**config.mk**
```make
export PLATFORM = sky130hd
export DESIGN_NAME = csr_access_ctrl
export DESIGN_NICKNAME = d
export VERILOG_FILES = /design/src/rtl/csr_pkg.sv /design/src/rtl/csr_rmw_alu.sv /design/src/rtl/csr_access_ctrl.sv
export SDC_FILE = /design/constraint.sdc
export NUM_CORES = 1
export LEC_CHECK = 0
export BUFFER_PORTS_ARGS = -buffer_cell sky130_fd_sc_hd__buf_4
export CAP_MARGIN = 15
export CORE_AREA = 5 5 140 142
export DETAILED_ROUTE_END_ITERATION = 12
export DIE_AREA = 0 0 145 147
export HOLD_SLACK_MARGIN = 0.1
export PLACE_DENSITY = 0.7
export SLEW_MARGIN = 5
export SYNTH_ARGS = -nofsm -noshare
export SYNTH_HDL_FRONTEND = slang
export SYNTH_HIERARCHICAL = 1
export SYNTH_SLANG_ARGS = --single-unit
```
**constraint.sdc**
```tcl
create_clock -name clk -period 3.4 [get_ports clk]
set_clock_uncertainty 0.15 [all_clocks]
set_input_delay 0.85 -clock clk [delete_from_list [all_inputs] [get_ports clk]]
set_output_delay 0.85 -clock clk [all_outputs]
set_load 0.01 [all_outputs]
```
**src/rtl/csr_pkg.sv**
```systemverilog
// Shared definitions for the CSR access controller: CSR addresses, Zicsr funct3
// encodings, mstatus bit positions and the controller state type.
package csr_pkg;

  localparam logic [11:0] CSR_MSTATUS = 12'h300;
  localparam logic [11:0] CSR_MTVEC   = 12'h305;
  localparam logic [11:0] CSR_MEPC    = 12'h341;
  localparam logic [11:0] CSR_MCAUSE  = 12'h342;
  localparam logic [11:0] CSR_MTVAL   = 12'h343;

  localparam logic [2:0] F3_CSRRW  = 3'b001;
  localparam logic [2:0] F3_CSRRS  = 3'b010;
  localparam logic [2:0] F3_CSRRC  = 3'b011;
  localparam logic [2:0] F3_CSRRWI = 3'b101;
  localparam logic [2:0] F3_CSRRSI = 3'b110;
  localparam logic [2:0] F3_CSRRCI = 3'b111;

  localparam int unsigned MSTATUS_MIE    = 3;
  localparam int unsigned MSTATUS_MPIE   = 7;
  localparam int unsigned MSTATUS_MPP_LO = 11;
  localparam int unsigned MSTATUS_MPP_HI = 12;

  typedef enum logic [3:0] {
    IDLE, C_RD, C_WR,
    T_EPC, T_CAUSE, T_TVAL, T_STAT, T_VEC,
    M_STAT, M_EPC
  } state_t;

  // funct3 x00 (ecall/ebreak group and reserved) is not a CSR operation
  function automatic logic f3_is_illegal(input logic [2:0] f3);
    return f3[1:0] == 2'b00;
  endfunction

endpackage

```
**src/rtl/csr_rmw_alu.sv**
```systemverilog
// Combinational read-modify-write datapath for Zicsr operations: produces the
// new CSR value and whether the CSR file is actually written.
module csr_rmw_alu
  import csr_pkg::*;
(
  input  logic [2:0]  funct3,
  input  logic [31:0] old_val,
  input  logic [31:0] src,
  input  logic [4:0]  rs1_idx,
  output logic [31:0] new_val,
  output logic        write_en
);

  // Set/clear forms with rs1/zimm field 0 must not write (side-effect free reads)
  always_comb begin
    new_val  = old_val;
    write_en = 1'b0;
    case (funct3[1:0])
      2'b01: begin
        new_val  = src;
        write_en = 1'b1;
      end
      2'b10: begin
        new_val  = old_val | src;
        write_en = (rs1_idx != 5'd0);
      end
      2'b11: begin
        new_val  = old_val & ~src;
        write_en = (rs1_idx != 5'd0);
      end
      default: begin
        new_val  = old_val;
        write_en = 1'b0;
      end
    endcase
  end

endmodule

```
**src/rtl/csr_access_ctrl.sv**
```systemverilog
// Sequences all accesses to the CSR file over its single port: Zicsr RMW,
// trap entry and mret, arbitrated trap > mret > instruction.
module csr_access_ctrl
  import csr_pkg::*;
#(
  parameter int          XLEN     = 32,
  parameter logic [1:0]  TRAP_MPP = 2'b11
) (
  input  logic            clk,
  input  logic            rst_n,
  input  logic            instr_valid,
  input  logic [XLEN-1:0] instr,
  input  logic [XLEN-1:0] rs1_val,
  output logic            instr_ready,
  output logic            instr_done,
  output logic [XLEN-1:0] instr_rdata,
  output logic            instr_illegal,
  input  logic            trap_req,
  input  logic [XLEN-1:0] trap_pc,
  input  logic [XLEN-1:0] trap_cause,
  input  logic [XLEN-1:0] trap_tval,
  output logic            trap_ack,
  output logic [XLEN-1:0] trap_vector,
  input  logic            mret_req,
  output logic            mret_ack,
  output logic [XLEN-1:0] mret_pc,
  output logic [3:0]      csr_ctrl,
  output logic [XLEN-1:0] csr_instr,
  output logic [XLEN-1:0] csr_wd,
  input  logic [XLEN-1:0] csr_rd
);

  state_t            state_q, state_d;
  logic [19:0]       instr_q, instr_d;   // instr[31:12]: addr, rs1/zimm, funct3
  logic [XLEN-1:0]   rs1_q, rs1_d;
  logic [XLEN-1:0]   old_q, old_d;

  logic [11:0]       cap_addr;
  logic [4:0]        cap_rs1;
  logic [2:0]        cap_f3;
  logic [XLEN-1:0]   src;
  logic [XLEN-1:0]   alu_new;
  logic              alu_we;
  logic [11:0]       csr_addr;
  logic [XLEN-1:0]   stat_trap;
  logic [XLEN-1:0]   stat_mret;

  assign cap_addr = instr_q[19:8];
  assign cap_rs1  = instr_q[7:3];
  assign cap_f3   = instr_q[2:0];
  assign src      = cap_f3[2] ? {27'b0, cap_rs1} : rs1_q;

  csr_rmw_alu u_alu (
    .funct3   (cap_f3),
    .old_val  (old_q),
    .src      (src),
    .rs1_idx  (cap_rs1),
    .new_val  (alu_new),
    .write_en (alu_we)
  );

  assign instr_ready = rst_n && (state_q == IDLE) && !trap_req && !mret_req;

  // Address decode depends on state only, keeping csr_rd -> csr_wd free of loops
  always_comb begin
    csr_addr = '0;
    case (state_q)
      C_RD, C_WR:     csr_addr = cap_addr;
      T_EPC, M_EPC:   csr_addr = CSR_MEPC;
      T_CAUSE:        csr_addr = CSR_MCAUSE;
      T_TVAL:         csr_addr = CSR_MTVAL;
      T_STAT, M_STAT: csr_addr = CSR_MSTATUS;
      T_VEC:          csr_addr = CSR_MTVEC;
      default:        csr_addr = '0;
    endcase
  end

  assign csr_instr = {csr_addr, 20'b0};

  always_comb begin
    stat_trap = csr_rd;
    stat_trap[MSTATUS_MPIE] = csr_rd[MSTATUS_MIE];
    stat_trap[MSTATUS_MIE]  = 1'b0;
    stat_trap[MSTATUS_MPP_HI:MSTATUS_MPP_LO] = TRAP_MPP;

    stat_mret = csr_rd;
    stat_mret[MSTATUS_MIE]  = csr_rd[MSTATUS_MPIE];
    stat_mret[MSTATUS_MPIE] = 1'b1;
    stat_mret[MSTATUS_MPP_HI:MSTATUS_MPP_LO] = 2'b00;
  end

  always_comb begin
    state_d       = state_q;
    instr_d       = instr_q;
    rs1_d         = rs1_q;
    old_d         = old_q;
    instr_done    = 1'b0;
    instr_rdata   = '0;
    instr_illegal = 1'b0;
    trap_ack      = 1'b0;
    trap_vector   = '0;
    mret_ack      = 1'b0;
    mret_pc       = '0;
    csr_ctrl      = '0;
    csr_wd        = '0;

    case (state_q)
      IDLE: begin
        if (trap_req) begin
          state_d = T_EPC;
        end else if (mret_req) begin
          state_d = M_STAT;
        end else if (instr_valid) begin
          state_d = C_RD;
          instr_d = instr[31:12];
          rs1_d   = rs1_val;
        end
      end
      C_RD: begin
        csr_ctrl = {1'b0, cap_f3};
        old_d    = csr_rd;
        if (f3_is_illegal(cap_f3)) begin
          instr_done    = 1'b1;
          instr_illegal = 1'b1;
          state_d       = IDLE;
        end else begin
          state_d = C_WR;
        end
      end
      C_WR: begin
        csr_ctrl    = {alu_we, cap_f3};
        csr_wd      = alu_new;
        instr_done  = 1'b1;
        instr_rdata = old_q;
        state_d     = IDLE;
      end
      T_EPC: begin
        csr_ctrl = {1'b1, F3_CSRRW};
        csr_wd   = trap_pc;
        state_d  = T_CAUSE;
      end
      T_CAUSE: begin
        csr_ctrl = {1'b1, F3_CSRRW};
        csr_wd   = trap_cause;
        state_d  = T_TVAL;
      end
      T_TVAL: begin
        csr_ctrl = {1'b1, F3_CSRRW};
        csr_wd   = trap_tval;
        state_d  = T_STAT;
      end
      T_STAT: begin
        csr_ctrl = {1'b1, F3_CSRRW};
        csr_wd   = stat_trap;
        state_d  = T_VEC;
      end
      T_VEC: begin
        trap_ack    = 1'b1;
        trap_vector = {csr_rd[XLEN-1:2], 2'b00};
        state_d     = IDLE;
      end
      M_STAT: begin
        csr_ctrl = {1'b1, F3_CSRRW};
        csr_wd   = stat_mret;
        state_d  = M_EPC;
      end
      M_EPC: begin
        mret_ack = 1'b1;
        mret_pc  = csr_rd;
        state_d  = IDLE;
      end
      default: state_d = IDLE;
    endcase
  end

  always_ff @(posedge clk) begin
    if (!rst_n) begin
      state_q <= IDLE;
      instr_q <= '0;
      rs1_q   <= '0;
      old_q   <= '0;
    end else begin
      state_q <= state_d;
      instr_q <= instr_d;
      rs1_q   <= rs1_d;
      old_q   <= old_d;
    end
  end

endmodule

```
# [After elaboration in Yosys (flattened, before gate mapping)]
# Cells that the tools add are included.
# W data, S select, Z words.
[op_classes] n_eq_ne=13 mux=19 n_bitwise=5 reduce_logical=14
[ops] op="$pmux W32 S6" count=1
[ops] op="$mux W32" count=4
[ops] op="$pmux W32 S3" count=1
[ops] op="$pmux W12 S6" count=1
[ops] op="$and A32 B32 Y32" count=1
[ops] op="$not A32 Y32" count=1
[ops] op="$or A32 B32 Y32" count=1
[ops] op="$pmux W4 S7" count=1
[ops] op="$eq A4 B3 Y1 const B" count=4
[ops] op="$mux W4" count=3
[ops] op="$pmux W4 S3" count=1
[ops] op="$eq A4 B2 Y1 const B" count=2
[ops] op="$eq A4 B4 Y1 const B" count=2
[ops] op="$reduce_or A2 Y1" count=4
[ops] op="$reduce_bool A5 Y1" count=1
[ops] op="$reduce_or A5 Y1" count=1
[ops] op="$eq A2 B2 Y1 const B" count=2
[ops] op="$eq A4 B1 Y1 const B" count=1
[ops] op="$logic_not A4 Y1" count=1
[ops] op="$mux W1" count=4
[ops] op="$ne A4 B4 Y1 const B" count=1
[ops] op="$pmux W1 S2" count=2
[ops] op="$reduce_and A4 Y1" count=1
[ops] op="$logic_and A1 B1 Y1" count=3
[ops] op="other kinds (5)" count=7
[totals] reg_bits=88 in_bits=197 output_inout_bits=169 word_cells=55

# [Logic depth before layout (Yosys ltp)]
# Gate-level depths: netlist of run 1.
[logic_depth] ltp_word=5 mapped_depth=9 mapped_depth_nobuf=7

# [By module]
# Netlist of run 1, hierarchy kept.
[by_module_without_submodules] mod="csr_access_ctrl" instances=1 cells_per_inst=771 area_each_um2=5854.4 seq_area_each_um2=1761.7
[by_module_without_submodules] mod="csr_rmw_alu" instances=1 cells_per_inst=146 area_each_um2=1017.2 seq_area_each_um2=0.0

# [Worst setup path before layout of run 1]
# No wires, ideal clock.
[synth_timing] path_type="reg2out" start="register instr_q[2]" end="output csr_wd[4]" arrival_time_ns=1.798 t_required_ns=2.400 slack_ns=0.602 path_stages_with_launch=9 n_path_buf=2 cell_sequence="dfxtp_1 -> clkbuf_1 -> clkbuf_1 -> mux2_2 -> xnor2_1 -> a22oi_2 -> mux2i_1 -> o22ai_1 -> a21o_1"
[synth_via] elab_chain_cells=5 word_cells_on_any_way=6 cone_classes="mux: 3; bitwise: 3"
[synth_rtl] element="from (decl)" line="csr_access_ctrl.sv:34" text="logic [19:0] instr_q, instr_d;"
[synth_rtl] element="from (signal assigned)" line="csr_access_ctrl.sv:184" text="instr_q <= instr_d;"
[synth_rtl] element="$mux W32 (*)" line="csr_access_ctrl.sv:51" text="assign src = cap_f3[2] ? {27'b0, cap_rs1} : rs1_q;"
[synth_rtl] element="net src[4]" line="csr_access_ctrl.sv:41" text="logic [XLEN-1:0] src;"
[synth_rtl] element="$not A32 Y32" line="csr_rmw_alu.sv:28" text="new_val = old_val & ~src;"
[synth_rtl] element="$and A32 B32 Y32" line="csr_rmw_alu.sv:28"
[synth_rtl] element="$pmux W32 S3 (*)" line="csr_rmw_alu.sv:18" text="case (funct3[1:0])"
[synth_rtl] element="net alu_new[4]" line="csr_access_ctrl.sv:42" text="logic [XLEN-1:0] alu_new;"
[synth_rtl] element="$pmux W32 S6 (*)" line="csr_access_ctrl.sv:107" text="case (state_q)"
[synth_rtl] element="to (decl)" line="csr_access_ctrl.sv:29" text="output logic [XLEN-1:0] csr_wd,"
# The timed path passes the listed nets; every way through them passes the cells marked *.

# [Worst setup path in the final report of run 1]
[layout_timing] start="register instr_q[2]" end="output csr_wd[26]"
# The elaborated chain is that of the path after synthesis.

==> run summary, run 1 <==
ANT cells: 0
Yosys cell types: 46
HPWL Detailed: 20,980 microns
main combinational cell family by area after synthesis: simple AND/OR/NAND/NOR gates
Rows: 50
Critical R2R Capture: rs1_q[6]
Slew HR: 29.10%
Seq cells post-synth: 88
cells on worst reg2reg path: 5
simple-gate area share of the yosys netlist: 25.86%
adder-cell share of the synthesized area: 0%
Slew Viols, Final: 0
Crit path depth: 8
Critical Path, Cell by Cell: buf_12 -> nor2b_1 -> o21ai_0 -> a22oi_2 -> mux2i_1 -> o22ai_1 -> a21o_1 -> buf_4
RSZ-0062 raised after global routing: false
status: finished clean
Power Density: 393.0 nW/um^2
reg2reg setup slack: 640 ps
Initial DRC Count: 364
Final Power: 0.003848 W
MaxCap Viol Count: 0
fraction of synthesized area in multiplexers: 9.578%
Post-Syn Instances: 917
first-pass GRT wire length: 40,520 microns
worst r2r src: state_q[1]
Tcrit/Tclk final: 94.27%
DR vias: 7,306
Hold Buf Count CTS: 0
pre-CTS WS: 574.8 ps
Area growth, synth to finish: 42.48%
final worst setup slack: 194.7 ps
PostCTS Resize Cnt: 0
total congestion overflow: 0
area of the core: 18,330 sq um
Residual DRC: 0
largest net degree at the start of global routing: 104
crit path launch type: register
RD Place Congestion: 0.8613
Crit Path Class: register to primary output
Die Span X: 145 microns
post-layout min period: 3205 ps
I/O pins: 366
Initial Util: 37.49%
Routed Antenna Nets: 0
CP Buf/Inv Count: 2
Die H: 147 microns
final setup TNS: 0 ps
TritonCTS clock tree: built
ys async rst share: 0%
Tightest Pin Transition: 1064 ps
Worst Min Path Start: rs1_q[27]
Synth warnings: 6
Critical Path End Type: primary output
synthesized area per cell: 7.494 sq um
Finish-stage setup viols: 0
DR vias/cell: 5.063
path type of the worst min-delay path: register to register
Post-Synth XOR/XNOR Area: 4.461%
hold endpoint: rs1_q[27]
post-CTS setup buffers: 0
vias in the first global route: 6,898
Largest stage delay, worst path: 380 ps
Num CTS Buffers: 9
P_leak: 4.500 nW
Clock Latency Late Sink: 340 ps
Post-synth EDFFs: 0
htree depth: 3
compound-gate portion of the synthesized area: 23.71%
Slowest-stage cell, CP: nor2b_1
CP Max Fanout: 33
Port Buffers: 331
final WL: 27,180 microns
nets: 1,401
register area share after synthesis: 25.64%
synthesized area: 6872 sq um
1st-pass router iterations: 4
CTS sink cnt: 88
maximum vdd drop: 0.2696 mV
die area: 21,320 sq um
Fmax achieved: 0.3120 GHz
clk buf depth: 2
clock root cell: clkbuf_16
WL/cell: 18.84 microns
final hold slack: 299.0 ps
share of layout cells above drive strength 1: 34.99%
clk slew on worst S/H paths: 70 ps
Crit path required time: 2400 ps
endpoints failing hold: 0
crit-path leading delay family: compound AO/OA/AOI/OAI gates
total track usage: 23.97%
Worst Path Arrival: 2210 ps
Final Util: 53.41%
WHS Path Cells: 2
Top FF cell, synth: dfxtp_1
initial antenna violation count: 1
-- power breakdown --
part	leakage, nW	switching [W]	total, W	internal [W]
sequential	0.716	0.0000774	0.00120	0.00112
clock	0.160	0.000470	0.00113	0.000660
combinational	3.62	0.000810	0.00152	0.000710
total	4.50	0.00136	0.00385	0.00249
-- per-stage QoR --
stage          instance area (sq um)  cells
2_1_floorplan                   6950    938
4_1_cts                         9788   1443
3_5_place_dp                    9455   1427
5_1_grt                         9791   1443
6_report                        9791   1443
3_3_place_gp                    9455   1427
-- area by class of cell --
class	count	area, sq um
Tap cell	234	292.8
Inverter	34	127.6
Fill cell	1817	8539
Sequential cell	88	1768
Timing Repair Buffer	360	2790
Multi-Input combinational cell	711	4479
Clock buffer	9	225.2
Clock inverter	7	107.6
-- worst max path at each step --
| stage | start | to | slack, ps |
|---|---|---|---|
| 4_1_cts | instr_q[2] | csr_wd[1] | 180 |
| 2_1_floorplan | instr_q[2] | csr_wd[4] | 600 |
| 6_report | instr_q[2] | csr_wd[26] | 190 |
| 3_3_place_gp | instr_q[2] | csr_wd[1] | 590 |
| 5_1_grt | instr_q[2] | csr_wd[7] | 60 |
| 3_5_place_dp | instr_q[2] | csr_wd[1] | 570 |
-- worst reg2reg max path: stages, from the launching register on --
cell and delay [ps]:
dfxtp_1 390, buf_4 210, or4_4 500, or4b_4 940, buf_4 410, o21ai_2 120
-- cell usage in the layout, fill, tap and decap left out, types with 13 or more instances in the layout --
cell type	Yosys	layout
a22oi_1	19	19
xnor2_1	35	35
a21oi_1	14	13
o22ai_1	29	29
o21ai_1	43	43
a21boi_0	32	32
and2_1	102	102
o21ai_0	42	42
nor2b_1	32	31
nand2_1	125	125
a21o_1	29	29
dfxtp_1	88	85
mux2i_1	59	59
inv_1	33	33
buf_4	23	353
nand3_1	56	56
conb_1	1	22
a22oi_2	15	15
-- cells in the mapped netlist (all sizes together) (3+ instances only) --
| cell type | number | area [sq um] |
|---|---|---|
| a21boi | 32 | 240.2 |
| a21o | 29 | 217.7 |
| a21oi | 14 | 70.07 |
| a22oi | 34 | 330.3 |
| and2 | 102 | 638.1 |
| buf | 47 | 387.9 |
| clkbuf | 58 | 220.2 |
| dfxtp | 88 | 1762 |
| inv | 33 | 123.9 |
| mux2 | 6 | 67.56 |
| mux2i | 59 | 590.6 |
| nand2 | 125 | 469.2 |
| nand2b | 5 | 31.28 |
| nand3 | 56 | 280.3 |
| nor2 | 8 | 30.03 |
| nor2b | 32 | 200.2 |
| nor3 | 6 | 30.03 |
| nor4 | 3 | 18.77 |
| o21ai | 97 | 530.5 |
| o22ai | 29 | 181.4 |
| or2 | 4 | 25.02 |
| xnor2 | 35 | 306.5 |
-- sequential cells by signal (all words and copies together), names as in the netlist --
signal	cells
instr_q	20
old_q	32
state_q	4
rs1_q	32
-- cell families after synthesis --
group,Yosys count
AO/OA/AOI/OAI,242
XOR/XNOR,35
buffers and inverters,139
flip-flops,88
multiplexers,65
other,1
AND/OR/NAND/NOR,347
-- layer usage --
layer,track usage (%),part of all wire (%)
met5,0,0.048
met4,6.780,2.1
met3,5.676,6.8
met2,39.23,47
met1,31.58,44
Power figures use the tool's default switching activity.
==> run 2, diff against run 1 <==
- CELL_PAD_IN_SITES_DETAIL_PLACEMENT: unset -> 1
- CELL_PAD_IN_SITES_GLOBAL_PLACEMENT: unset -> 1
- CORE_AREA: 5 5 140 142 -> unset
- CORE_MARGIN: unset -> 5
- CORE_UTILIZATION: unset -> 31
- DIE_AREA: 0 0 145 147 -> unset
- PLACE_DENSITY: 0.7 -> 0.82
==> run summary, run 2 (synthesis gave the netlist of run 1 again) <==
Fmax achieved: 0.3112 GHz (-0.24%)
area of the core: 21,820 sq um (+19%)
DR vias: 7,556 (+3.4%)
ANT cells: 0 (unchanged)
PostCTS Resize Cnt: 1 (+1)
Initial DRC Count: 340 (-6.6%)
Rows: 54 (+8.0%)
Cells after DPL: 1,471 (+3.1%)
1st-pass router iterations: 4 (unchanged)
crit path launch type: register
endpoints failing hold: 0 (unchanged)
final setup TNS: 0 ps (unchanged)
path type of the worst min-delay path: register to register
share of layout cells above drive strength 1: 34.96% (about the same)
Layout fillers: 2,719 (+50%)
Routed Antenna Nets: 0 (unchanged)
Crit path required time: 2400 ps (about the same)
Final Non-Filler Cells: 1,487 (+3.0%)
Die H: 158.9 microns (+8.1%)
clk buf depth: 2 (unchanged)
HPWL Detailed: 23,400 microns (+12%)
total congestion overflow: 0 (unchanged)
Finish-stage setup viols: 0 (unchanged)
Crit Path Class: register to primary output
die area: 25,240 sq um (+18%)
maximum vdd drop: 0.2394 mV (-11%)
commonest non-fill, non-tap cells in the layout: buf_4 (352), nand2_1 (125), and2_1 (102), dfxtp_1 (84), mux2i_1 (58)
Slew HR: 51.74% (+23 points)
status: finished clean
nets: 1,399 (-0.14%)
Residual DRC: 0 (unchanged)
I/O pins: 366 (unchanged)
P_leak: 4.476 nW (-0.53%)
Port Buffers: 331 (unchanged)
post-layout min period: 3213 ps (+7.671 ps)
RSZ-0062 raised after global routing: false
Initial Util: 31.49% (-6.0 points)
first-pass GRT wire length: 45,920 microns (+13%)
vias in the first global route: 7,729 (+12%)
initial antenna violation count: 11 (+10)
Clock Latency Late Sink: 340 ps (about the same)
htree depth: 3 (unchanged)
total track usage: 22.73% (-1.2 points)
DR vias/cell: 5.081 (+0.36%)
Tcrit/Tclk final: 94.50% (+0.23 points)
Worst Path Arrival: 2210 ps (about the same)
Num CTS Buffers: 9 (unchanged)
MaxCap Viol Count: 0 (unchanged)
CTS sink cnt: 88 (unchanged)
Slew Viols, Final: 0 (unchanged)
clock root cell: clkbuf_16
CP Max Fanout: 20 (-39%)
Tightest Pin Transition: 724.0 ps (-339.6 ps)
TritonCTS clock tree: built
WL/cell: 20.15 microns (+6.9%)
Area growth, synth to finish: 42.86%
largest net degree at the start of global routing: 79 (-24%)
final WL: 29,960 microns (+10%)
Power Density: 391.0 nW/um^2 (-0.51%)
most common cell after layout, fill and taps aside: buf_4
Die Span X: 158.9 microns (+9.6%)
clk slew on worst S/H paths: 70 ps (about the same)
Critical Path End Type: primary output
biggest regs: old_q (32), rs1_q (32), instr_q (20)
RD Place Congestion: 0.8175 (-5.1%)
Hold Buf Count CTS: 0 (unchanged)
post-CTS setup buffers: 0 (unchanged)
-- run 2: cell count changes in the layout (fill, tap and decap cells not counted), sizes merged --
cell	before	now
buf	360	358
clkbuf	9	10
clkinv	1	2
clkinvlp	1	2
inv	37	34
-- run 2: area by class of cell --
type | count | area (sq um) | area share (%)
Timing Repair Buffer | 358 | 2763 | 28.14
Inverter | 34 | 127.6 | 1.300
Clock inverter | 6 | 92.59 | 0.9432
Tap cell | 280 | 350.3 | 3.569
Clock buffer | 10 | 229.0 | 2.332
Sequential cell | 88 | 1777 | 18.10
Multi-Input combinational cell | 711 | 4478 | 45.62
-- run 2: power breakdown --
group	leakage (nW)	switching (W)	internal, W	total [W]
registers	0.718	0.0000875	0.00112	0.00121
clock network	0.149	0.000451	0.000649	0.00110
logic	3.61	0.000824	0.000709	0.00153
total	4.48	0.00136	0.00248	0.00384
-- run 2: per-layer routing --
layer / routed length, microns / global-route usage [%] / vias up
met3: 2290 / 7.802 / 52
met1: 12420 / 26.93 / 3604
met2: 14490 / 39.12 / 225
li1: - / - / 3653
met4: 630 / 6.359 / 22
met5: 125 / 0 / -
-- run 2: path summary, 6_finish.rpt --
kind                to  slack [ps]  depth (start not counted)  startpoint
max          csr_wd[1]         190                          7  instr_q[2]
min          rs1_q[22]         300                          2   rs1_q[22]
max reg2reg  rs1_q[17]         770                          6  state_q[1]
min reg2reg  rs1_q[22]         300                          2   rs1_q[22]
-- run 2: worst max-delay path: stages (launching register included) --
cell and delay (ps):
dfxtp_4 490, mux2_2 390, xnor2_1 170, a22oi_2 80, mux2i_2 290, o22ai_1 140
a21o_1 170, buf_4 140
-- run 2: per-stage QoR --
stage          hold WS [ps]  total power, W  setup slack (ps)  utilization, %  cell area (sq um)
3_3_place_gp          289.0        0.002727             365.2           43.47               9487
2_1_floorplan         282.1        0.002110             601.9               -               6950
6_report              303.3        0.003838             187.0           44.98               9817
4_1_cts               307.1        0.003883             65.05           44.95               9811
3_5_place_dp          298.0        0.002770             337.4           43.47               9487
5_1_grt               315.8        0.004055             18.01           44.98               9817
==> run 3, diff against run 2 <==
- GPL_TIMING_DRIVEN: unset -> 0
- SLEW_MARGIN: 5 -> 20
==> run summary, run 3 (synthesis gave the netlist of run 1 again) <==
final WL: 34,320 microns (+15%)
Slowest-stage cell, CP: dfxtp_1
Tcrit/Tclk final: 97.75% (+3.3 points)
Port Buffers: 330 (-0.30%)
Clock Latency Late Sink: 350 ps (about the same)
share of layout cells above drive strength 1: 36.60% (+1.6 points)
MaxCap Viol Count: 0 (unchanged)
Die H: 158.9 microns (unchanged)
nets: 1,476 (+5.5%)
die area: 25,240 sq um (unchanged)
Power Density: 385.7 nW/um^2 (-1.4%)
maximum vdd drop: 0.2526 mV (+5.5%)
most common cell after layout, fill and taps aside: buf_4
Final Util: 46.99% (+2.0 points)
crit path launch type: register
status: finished clean
worst r2r src: state_q[0]
pre-CTS WS: -640.4 ps (-977.7 ps)
RD Place Congestion: 0.8765 (+7.2%)
final std cell area, no fill: 10,250 sq um (+4.5%)
DP Area: 9778 sq um (+3.1%)
final worst setup slack: 76.39 ps (-110.6 ps)
WHS Path Cells: 2 (unchanged)
TritonCTS clock tree: built
DR vias: 7,891 (+4.4%)
vias in the first global route: 8,221 (+6.4%)
path type of the worst min-delay path: register to register
DR vias/cell: 5.045 (-0.71%)
Rows: 54 (unchanged)
RSZ-0062 raised after global routing: true
htree depth: 3 (unchanged)
Finish-stage setup viols: 0 (unchanged)
Largest stage delay, worst path: 400 ps (-90 ps)
WL/cell: 21.94 microns (+8.9%)
Slew HR: 46.94% (-4.8 points)
total track usage: 25.54% (+2.8 points)
Worst Path Arrival: 2320 ps (+110 ps)
Initial Util: 31.49% (unchanged)
most used cell, CP: clkbuf_2
clk slew on worst S/H paths: 70 ps (about the same)
P_leak: 4.710 nW (+5.2%)
Num CTS Buffers: 9 (unchanged)
total congestion overflow: 0 (unchanged)
clock root cell: clkbuf_16
largest net degree at the start of global routing: 20 (-75%)
Hold Buf Count CTS: 0 (unchanged)
first-pass GRT wire length: 50,910 microns (+11%)
Initial DRC Count: 389 (+14%)
area of the core: 21,820 sq um (unchanged)
Routed Antenna Nets: 0 (unchanged)
Fmax achieved: 0.3009 GHz (-3.3%)
CP Max Fanout: 10 (-50%)
biggest regs: old_q (32), rs1_q (32), instr_q (20)
CTS sink cnt: 88 (unchanged)
Die Span X: 158.9 microns (unchanged)
HPWL Detailed: 27,680 microns (+18%)
Area growth, synth to finish: 49.23%
post-layout min period: 3324 ps (+110.6 ps)
Worst Min Path Start: instr_q[13]
Critical Path, Cell by Cell: clkbuf_2 -> nor2b_4 -> nand2_2 -> clkbuf_2 -> o22ai_1 -> a21o_1 -> buf_4
Tightest Pin Transition: 789.8 ps (+65.81 ps)
1st-pass router iterations: 4 (unchanged)
final setup TNS: 0 ps (unchanged)
initial antenna violation count: 1 (-10)
I/O pins: 366 (unchanged)
CP startpoint: state_q[1]
endpoints failing hold: 0 (unchanged)
commonest non-fill, non-tap cells in the layout: buf_4 (357), nand2_1 (124), and2_1 (102), dfxtp_1 (85), mux2i_1 (58)
cells on worst reg2reg path: 6 (unchanged)
clk buf depth: 2 (unchanged)
Slew Viols, Final: 0 (unchanged)
Residual DRC: 0 (unchanged)
Critical Path End Type: primary output
Crit path required time: 2400 ps (about the same)
Crit Path Class: register to primary output
ANT cells: 0 (unchanged)
[run 3: changes by cell type in the layout (fill, tap and decap cells not counted), moves of 3 or more]
| cell | delta |
|---|---|
| nor2b_1 | -4 |
| buf_4 | +5 |
| a22oi_1 | -3 |
| a22oi_2 | +3 |
| dfxtp_2 | +3 |
| buf_12 | -3 |
| buf_1 | +4 |
| dfxtp_4 | -4 |
| clkbuf_1 | +34 |
| clkbuf_4 | +8 |
| buf_6 | +11 |
| buf_2 | +6 |
| clkbuf_2 | +10 |
[run 3: area by class of cell]
type                            instances  area, sq um
Timing Repair Buffer                  333         2512
Inverter                               34        131.4
Clock inverter                          6        75.07
Sequential cell                        88         1765
Multi-Input combinational cell        711         4528
Clock buffer                           10        239.0
Fill cell                            2806        11570
Buffer                                102        653.1
Tap cell                              280        350.3
[run 3: critical path: cells and delay by family, from the launching register on]
kind / cells / cell delay, ps
simple gates: 2 / 480
flops: 1 / 400
buf+inv: 3 / 700
compound gates: 2 / 380
[run 3: worst paths after layout]
kind	endpoint	slack (ps)
setup / recovery	csr_wd[15]	80
hold / removal	instr_q[13]	300
setup reg to reg	state_q[1]	980
hold reg to reg	instr_q[13]	300
[run 3: per-layer routing]
metal	share of wire (%)	vias up	global-route usage, %
li1	-	3806	-
met1	42	3790	31.70
met2	49	256	43.90
met3	6.2	37	6.532
met4	2.4	2	7.018
met5	0.058	-	0
[run 3: timing repair]
| item | CTS | global route |
|---|---|---|
| resized for setup | 44 | 23 |
| endpoints found under the hold margin | 0 | 0 |
| pin swaps | 2 | 1 |
| endpoints found under the setup margin | 137 | 57 |
| setup buffers | 3 | 0 |
[run 3: metrics by stage]
| step | instances | hold WS [ps] | power, W |
|---|---|---|---|
| final | 1564 | 300.0 | 0.003955 |
| after global routing | 1564 | 320.3 | 0.004152 |
| after CTS | 1564 | 305.6 | 0.003969 |
| after detailed placement | 1548 | 297.3 | 0.002848 |
| after global placement | 1548 | 289.8 | 0.002810 |
| after floorplan | 938 | 282.1 | 0.002110 |
[run 3: report_power, final]
part	leakage [nW]	internal (W)	switching [W]	total (W)
sequential	0.716	0.00112	0.0000683	0.00119
combinational	3.84	0.000750	0.000946	0.00170
clock	0.151	0.000601	0.000471	0.00107
